[src/rtl/if_stage_if.sv]
// if_stage_if: fetch-stage bundle carrying the imem read port, EXE redirect and IF->ID handshake.
interface if_stage_if;
  logic        imem_en;
  logic [31:0] imem_addr;
  logic [31:0] imem_rdata;
  logic        br_jmp_flag;
  logic [31:0] br_target;
  logic        ds_allowin;
  logic        fs_to_ds_valid;
  logic [63:0] if_id_bus_out;
  modport master (
    output imem_en, imem_addr, fs_to_ds_valid, if_id_bus_out,
    input  imem_rdata, br_jmp_flag, br_target, ds_allowin
  );
  modport slave (
    input  imem_en, imem_addr, fs_to_ds_valid, if_id_bus_out,
    output imem_rdata, br_jmp_flag, br_target, ds_allowin
  );
endinterface

[src/rtl/if_stage.sv]
// if_stage: PC owner issuing 1-cycle imem reads, redirecting on br_jmp_flag and holding the IF->ID bus on stall.
// IF_SKID_BUF_EN: gate imem reads while stalled and keep the fetched word in a skid buffer instead of re-reading.
module if_stage #(
  parameter logic [31:0] RESET_PC = 32'h0000_0000
) (
  input logic       clk,
  input logic       rst_n,
  if_stage_if.master fs
);
  localparam logic [31:0] NOP = 32'h0000_0033;
  logic        fs_valid_q, fs_valid_d;
  logic [31:0] fs_pc_q, fs_pc_d;
  logic [31:0] next_pc, inst;
  logic        fs_allowin;
  always_comb begin
    fs_allowin = !fs_valid_q || fs.ds_allowin || fs.br_jmp_flag;
    next_pc    = fs.br_jmp_flag ? {fs.br_target[31:2], 2'b00} : fs_pc_q + 32'd4;
    fs_valid_d = fs_valid_q || fs_allowin;
    fs_pc_d    = fs_allowin ? next_pc : fs_pc_q;
  end
  always_ff @(posedge clk or negedge rst_n) begin
    if (!rst_n) begin
      fs_valid_q <= 1'b0;
      fs_pc_q    <= RESET_PC - 32'd4;
    end else begin
      fs_valid_q <= fs_valid_d;
      fs_pc_q    <= fs_pc_d;
    end
  end
`ifdef IF_SKID_BUF_EN
  logic        inst_buf_valid_q, inst_buf_valid_d;
  logic [31:0] inst_buf_q, inst_buf_d;
  logic        stall_first;
  always_comb begin
    stall_first      = fs_valid_q && !fs.ds_allowin && !fs.br_jmp_flag && !inst_buf_valid_q;
    inst_buf_d       = stall_first ? fs.imem_rdata : inst_buf_q;
    inst_buf_valid_d = (fs.br_jmp_flag || (fs_valid_q && fs.ds_allowin)) ? 1'b0 : (stall_first || inst_buf_valid_q);
    fs.imem_en       = rst_n && fs_allowin;
    inst             = inst_buf_valid_q ? inst_buf_q : fs.imem_rdata;
  end
  always_ff @(posedge clk or negedge rst_n) begin
    if (!rst_n) begin
      inst_buf_valid_q <= 1'b0;
      inst_buf_q       <= '0;
    end else begin
      inst_buf_valid_q <= inst_buf_valid_d;
      inst_buf_q       <= inst_buf_d;
    end
  end
`else
  // Without a buffer the stalled PC is re-read every cycle so imem_rdata stays current.
  always_comb begin
    fs.imem_en = rst_n;
    inst       = fs.imem_rdata;
  end
`endif
  always_comb begin
    fs.imem_addr      = fs_allowin ? next_pc : fs_pc_q;
    fs.fs_to_ds_valid = fs_valid_q && !fs.br_jmp_flag;
    fs.if_id_bus_out  = {fs_valid_q ? inst : NOP, fs_pc_q};
  end
endmodule

[src/flat_wrapper.sv]
// flat-port wrapper written by rule: the top's interface ports become plain ports
module if_stage_flat 
#(
  parameter logic [31:0] RESET_PC = 32'h0000_0000
)
  (clk, rst_n, fs_imem_en, fs_imem_addr, fs_fs_to_ds_valid, fs_if_id_bus_out, fs_imem_rdata, fs_br_jmp_flag, fs_br_target, fs_ds_allowin);
  if_stage_if fs_i ();
  input logic clk;
  input logic rst_n;
  output wire logic [$bits(fs_i.imem_en)-1:0] fs_imem_en;
  output wire logic [$bits(fs_i.imem_addr)-1:0] fs_imem_addr;
  output wire logic [$bits(fs_i.fs_to_ds_valid)-1:0] fs_fs_to_ds_valid;
  output wire logic [$bits(fs_i.if_id_bus_out)-1:0] fs_if_id_bus_out;
  input wire logic [$bits(fs_i.imem_rdata)-1:0] fs_imem_rdata;
  input wire logic [$bits(fs_i.br_jmp_flag)-1:0] fs_br_jmp_flag;
  input wire logic [$bits(fs_i.br_target)-1:0] fs_br_target;
  input wire logic [$bits(fs_i.ds_allowin)-1:0] fs_ds_allowin;
  assign fs_imem_en = fs_i.imem_en;
  assign fs_imem_addr = fs_i.imem_addr;
  assign fs_fs_to_ds_valid = fs_i.fs_to_ds_valid;
  assign fs_if_id_bus_out = fs_i.if_id_bus_out;
  assign fs_i.imem_rdata = fs_imem_rdata;
  assign fs_i.br_jmp_flag = fs_br_jmp_flag;
  assign fs_i.br_target = fs_br_target;
  assign fs_i.ds_allowin = fs_ds_allowin;
  if_stage #(.RESET_PC(RESET_PC)) u_core (.clk(clk), .rst_n(rst_n), .fs(fs_i));
endmodule
[config.mk]
export PLATFORM = sky130hd
export DESIGN_NAME = if_stage_flat
export DESIGN_NICKNAME = d
export VERILOG_FILES = /design/src/rtl/if_stage_if.sv /design/src/rtl/if_stage.sv /design/src/flat_wrapper.sv
export SDC_FILE = /design/constraint.sdc
export NUM_CORES = 1
export LEC_CHECK = 0
export BUFFER_PORTS_ARGS = -buffer_cell sky130_fd_sc_hd__buf_4
export CORE_UTILIZATION = 35
export CTS_CLUSTER_SIZE = 40
export DETAILED_ROUTE_END_ITERATION = 8
export PLACE_DENSITY_LB_ADDON = 0.05
export SETUP_SLACK_MARGIN = 0.02
export SLEW_MARGIN = 20
export SYNTH_ARGS = -nofsm -noshare
export SYNTH_HDL_FRONTEND = slang
export SYNTH_SLANG_ARGS = --single-unit
[constraint.sdc]
create_clock -name clk -period 2.4 [get_ports clk]
set_input_delay 0.24 -clock clk [delete_from_list [all_inputs] [get_ports clk]]
set_output_delay 0.24 -clock clk [all_outputs]
set_load 0.005 [all_outputs]
==> out/metrics.csv <==
metric;value;unit
Final Slew Violations;0;
DR iter-0 viols;129;
Syn Inst Count;252;
setup slack after layout;-0.06729;ns
Worst-path clk slew;0.07;ns
Startpoint Class;register;
Die Span X;80.39;um
Slew Limit Headroom;53.66;%
Slew @ Worst Pin;0.6944;ns
maximum VDD drop;0.4297;mV
# DRC;0;
ANT cells;0;
Ports;166;
failing checks;setup timing;
initial antenna violation count;0;
post-synthesis sequential element count;33;
Comb power frac;37.2;%
share of cells above drive strength 1;63.96;%
r2r setup slk;0.09;ns
sequential power share;39.1;%
Hold Crit Class;input pin to register;
register area;863.3;um^2
P_sw;0.5500;mW
Port-buffer cells;163;
Final Skew;0.01242;ns
Clock Tree Root;clkbuf_8;
max-cap viol count;0;
Congestion Overflow GR;0;
final hold viol count;0;
final setup fails;11;
Static Leak;1.925;nW
Power, Total;1.829;mW
Synth Net Count;321;
switching part of the total power;30.08;%
Area Growth Syn to Fin;97.27;%
vias in the first global route;2474;
sequential-to-total area share from yosys stat;40.14;%
FMAX;0.4053;GHz
fill count;499;
post-layout min period;2.467;ns
CP startpoint;u_core.fs_pc_q[16];
remaining antenna violation count after routing;0;
global-route wire length before repair;11810;um
crit path max fanout;7;
chip height;80.39;um
gpl congestion;0.7673;
Multi-input gate area;1506;um^2
RSZ-0062 raised after global routing;yes;
Critical Path AT;2.23;ns
post-synthesis cell type count;39;
cell depth of the worst hold path;3;
internal power;1.279;mW
DR vias;2719;
CTS max path bufs;2;
final net count;524;
row count;28;
clk_lat worst skew;0.29;ns
Netlist Area Pre-Place;2151;um^2
DIE AREA;6463;um^2
clock network fraction of design power;23.7;%
hold_sp;fs_br_target[9];
worst r2r path cells;9;
routed len/inst;15.34;um
Avg Synthesized Cell Area;8.535;um^2
H-tree depth;2;
Core Util, Final;71.66;%
HPWL after DPL;5326;um
Core ar.;5921;um^2
largest net degree at the start of global routing;35;
crit share post-route;102.8;%
GRT Util Overall;23.62;%
Power Density;431.0;nW/um^2
outcome;finished with violations;
Starting Density;36.33;%
clk sinks;33;
Synth warnings;0;
final WL;8132;um
total CTS buffers;5;
R2R Path Start;u_core.fs_pc_q[19];
WP data required;2.16;ns
Avg Vias per Cell;5.130;
Crit Path Category;register to output pin;
1st-pass router iterations;4;
CTS tree;done;
Crit. End Element;output pin;
Place WS;0.1259;ns
-- metrics by stage --
step	hold slack [ns]	std cells	cell area, um^2	setup TNS (ns)
after floorplan	-0.05559	252	2151	0
after global placement	0.2199	485	3488	0
after detailed placement	0.2199	485	3488	0
after CTS	0.1789	522	3916	-0.2642
after global routing	0.2179	530	4243	-1.432
final	0.2152	530	4243	-0.4143
-- placed cells by master, fill, tap and decap left out, types with 5 or more instances in the layout --
cell type	netlist	layout
a31oi_2	0	6
a31oi_4	0	7
and2_1	32	31
buf_4	3	195
buf_6	0	17
clkbuf_8	0	6
dfstp_2	30	30
nand2_1	21	21
nand2b_1	6	6
nand3_1	16	12
nand4_1	10	10
nor2_1	16	16
nor2b_1	5	5
o21ai_0	19	15
or3_1	10	5
or3_4	0	5
or4_4	0	6
xor2_1	7	7
-- cells by family (layout without fill, tap and decap cells) --
kind of cell | count (synthesis) | after routing | synth area share (%)
flip-flops | 33 | 33 | 40.14
AND/OR/NAND/NOR | 136 | 137 | 35.89
adder cells (fa/ha/maj) | 1 | 1 | 0.5816
multiplexers | 1 | 1 | 0.4654
XOR/XNOR | 9 | 9 | 3.665
other | 1 | 1 | 0.1744
buffers and inverters | 21 | 223 | 4.305
AO/OA/AOI/OAI | 50 | 50 | 14.78
-- worst max-delay path, cell delays in order, from the launching register on --
cell	delay, ns
dfstp_2	0.61
and4_4	0.27
nand4_4	0.18
or4_4	0.54
a31oi_4	0.20
buf_4	0.14
-- final cells by class --
class | count | share of cell area, %
repair buffers | 214 | 39.72
multi-input cells | 199 | 35.51
flip-flops and latches | 33 | 20.35
well taps | 75 | 2.212
clock buffers | 7 | 2.035
inverters | 2 | 0.1769
-- per-layer routing --
layer | track usage, % | vias up | wire [um]
li1 | - | 1316 | -
met1 | 28.58 | 1292 | 3109
met2 | 41.36 | 99 | 4255
met3 | 5.114 | 12 | 629
met4 | 7.321 | 0 | 137
met5 | 0 | - | 0
-- worst paths after layout --
check	end
hold / removal	u_core.fs_pc_q[9]
max in group asynchronous	u_core.fs_pc_q[18]
setup / recovery	fs_imem_addr[27]
min in group asynchronous	u_core.fs_pc_q[0]
setup reg to reg	u_core.fs_pc_q[27]
hold reg to reg	u_core.fs_pc_q[0]
-- Yosys cell counts --
| master | n | area share, % |
|---|---|---|
| or3_1 | 10 | 2.9 |
| o31ai_1 | 6 | 2.1 |
| buf_1 | 2 | 0.35 |
| nor3_1 | 1 | 0.23 |
| o21a_1 | 1 | 0.35 |
| nor2b_1 | 5 | 1.5 |
| nor4_1 | 1 | 0.29 |
| nand3_1 | 16 | 3.7 |
| a31oi_1 | 13 | 3.8 |
| and4_1 | 4 | 1.6 |
| o21ai_0 | 19 | 4.4 |
| dfstp_2 | 30 | 37 |
| buf_2 | 2 | 0.47 |
| xnor2_1 | 2 | 0.81 |
| clkbuf_1 | 12 | 2.1 |
| inv_1 | 2 | 0.35 |
| and3_1 | 5 | 1.5 |
| nand4_1 | 10 | 2.9 |
| a21o_1 | 1 | 0.35 |
| conb_1 | 1 | 0.17 |
| o311a_1 | 1 | 0.47 |
| a211o_1 | 1 | 0.41 |
| and2_1 | 32 | 9.3 |
| a221o_1 | 1 | 0.47 |
| buf_4 | 3 | 1.0 |
| o211ai_1 | 3 | 1.0 |
| or4_1 | 8 | 2.8 |
| nand4_4 | 1 | 0.99 |
| mux2i_1 | 1 | 0.47 |
| nand2_1 | 21 | 3.7 |
| nor2_1 | 16 | 2.8 |
| a22oi_1 | 1 | 0.35 |
| xor2_1 | 7 | 2.9 |
| dfrtp_1 | 3 | 3.5 |
| nand2b_1 | 6 | 1.7 |
| a21oi_1 | 1 | 0.23 |
| ha_1 | 1 | 0.58 |
| o311ai_1 | 1 | 0.41 |
| a22o_1 | 1 | 0.41 |
-- repair_timing --
action	CTS	global route
cloned	1	0
buffers inserted	28	10
hold endpoints to repair	3	0
resized for setup	24	54
pin swaps	19	18
hold buffers	1	0
endpoints found under the setup margin	21	22
-- registers in the layout, indices dropped and copies added (netlist names) --
register / cells
u_core.fs_valid_q: 1
u_core.fs_pc_q: 32
-- power groups by stage --
stage | registers (mW) | clock network (mW) | logic [mW]
finish | 0.716 | 0.433 | 0.680
global route | 0.724 | 0.466 | 0.740
CTS | 0.707 | 0.443 | 0.617
detailed placement | 0.715 | 0 | 0.551
global placement | 0.711 | 0 | 0.546
floorplan | 0.713 | 0 | 0.196
Power figures use the tool's default switching activity.
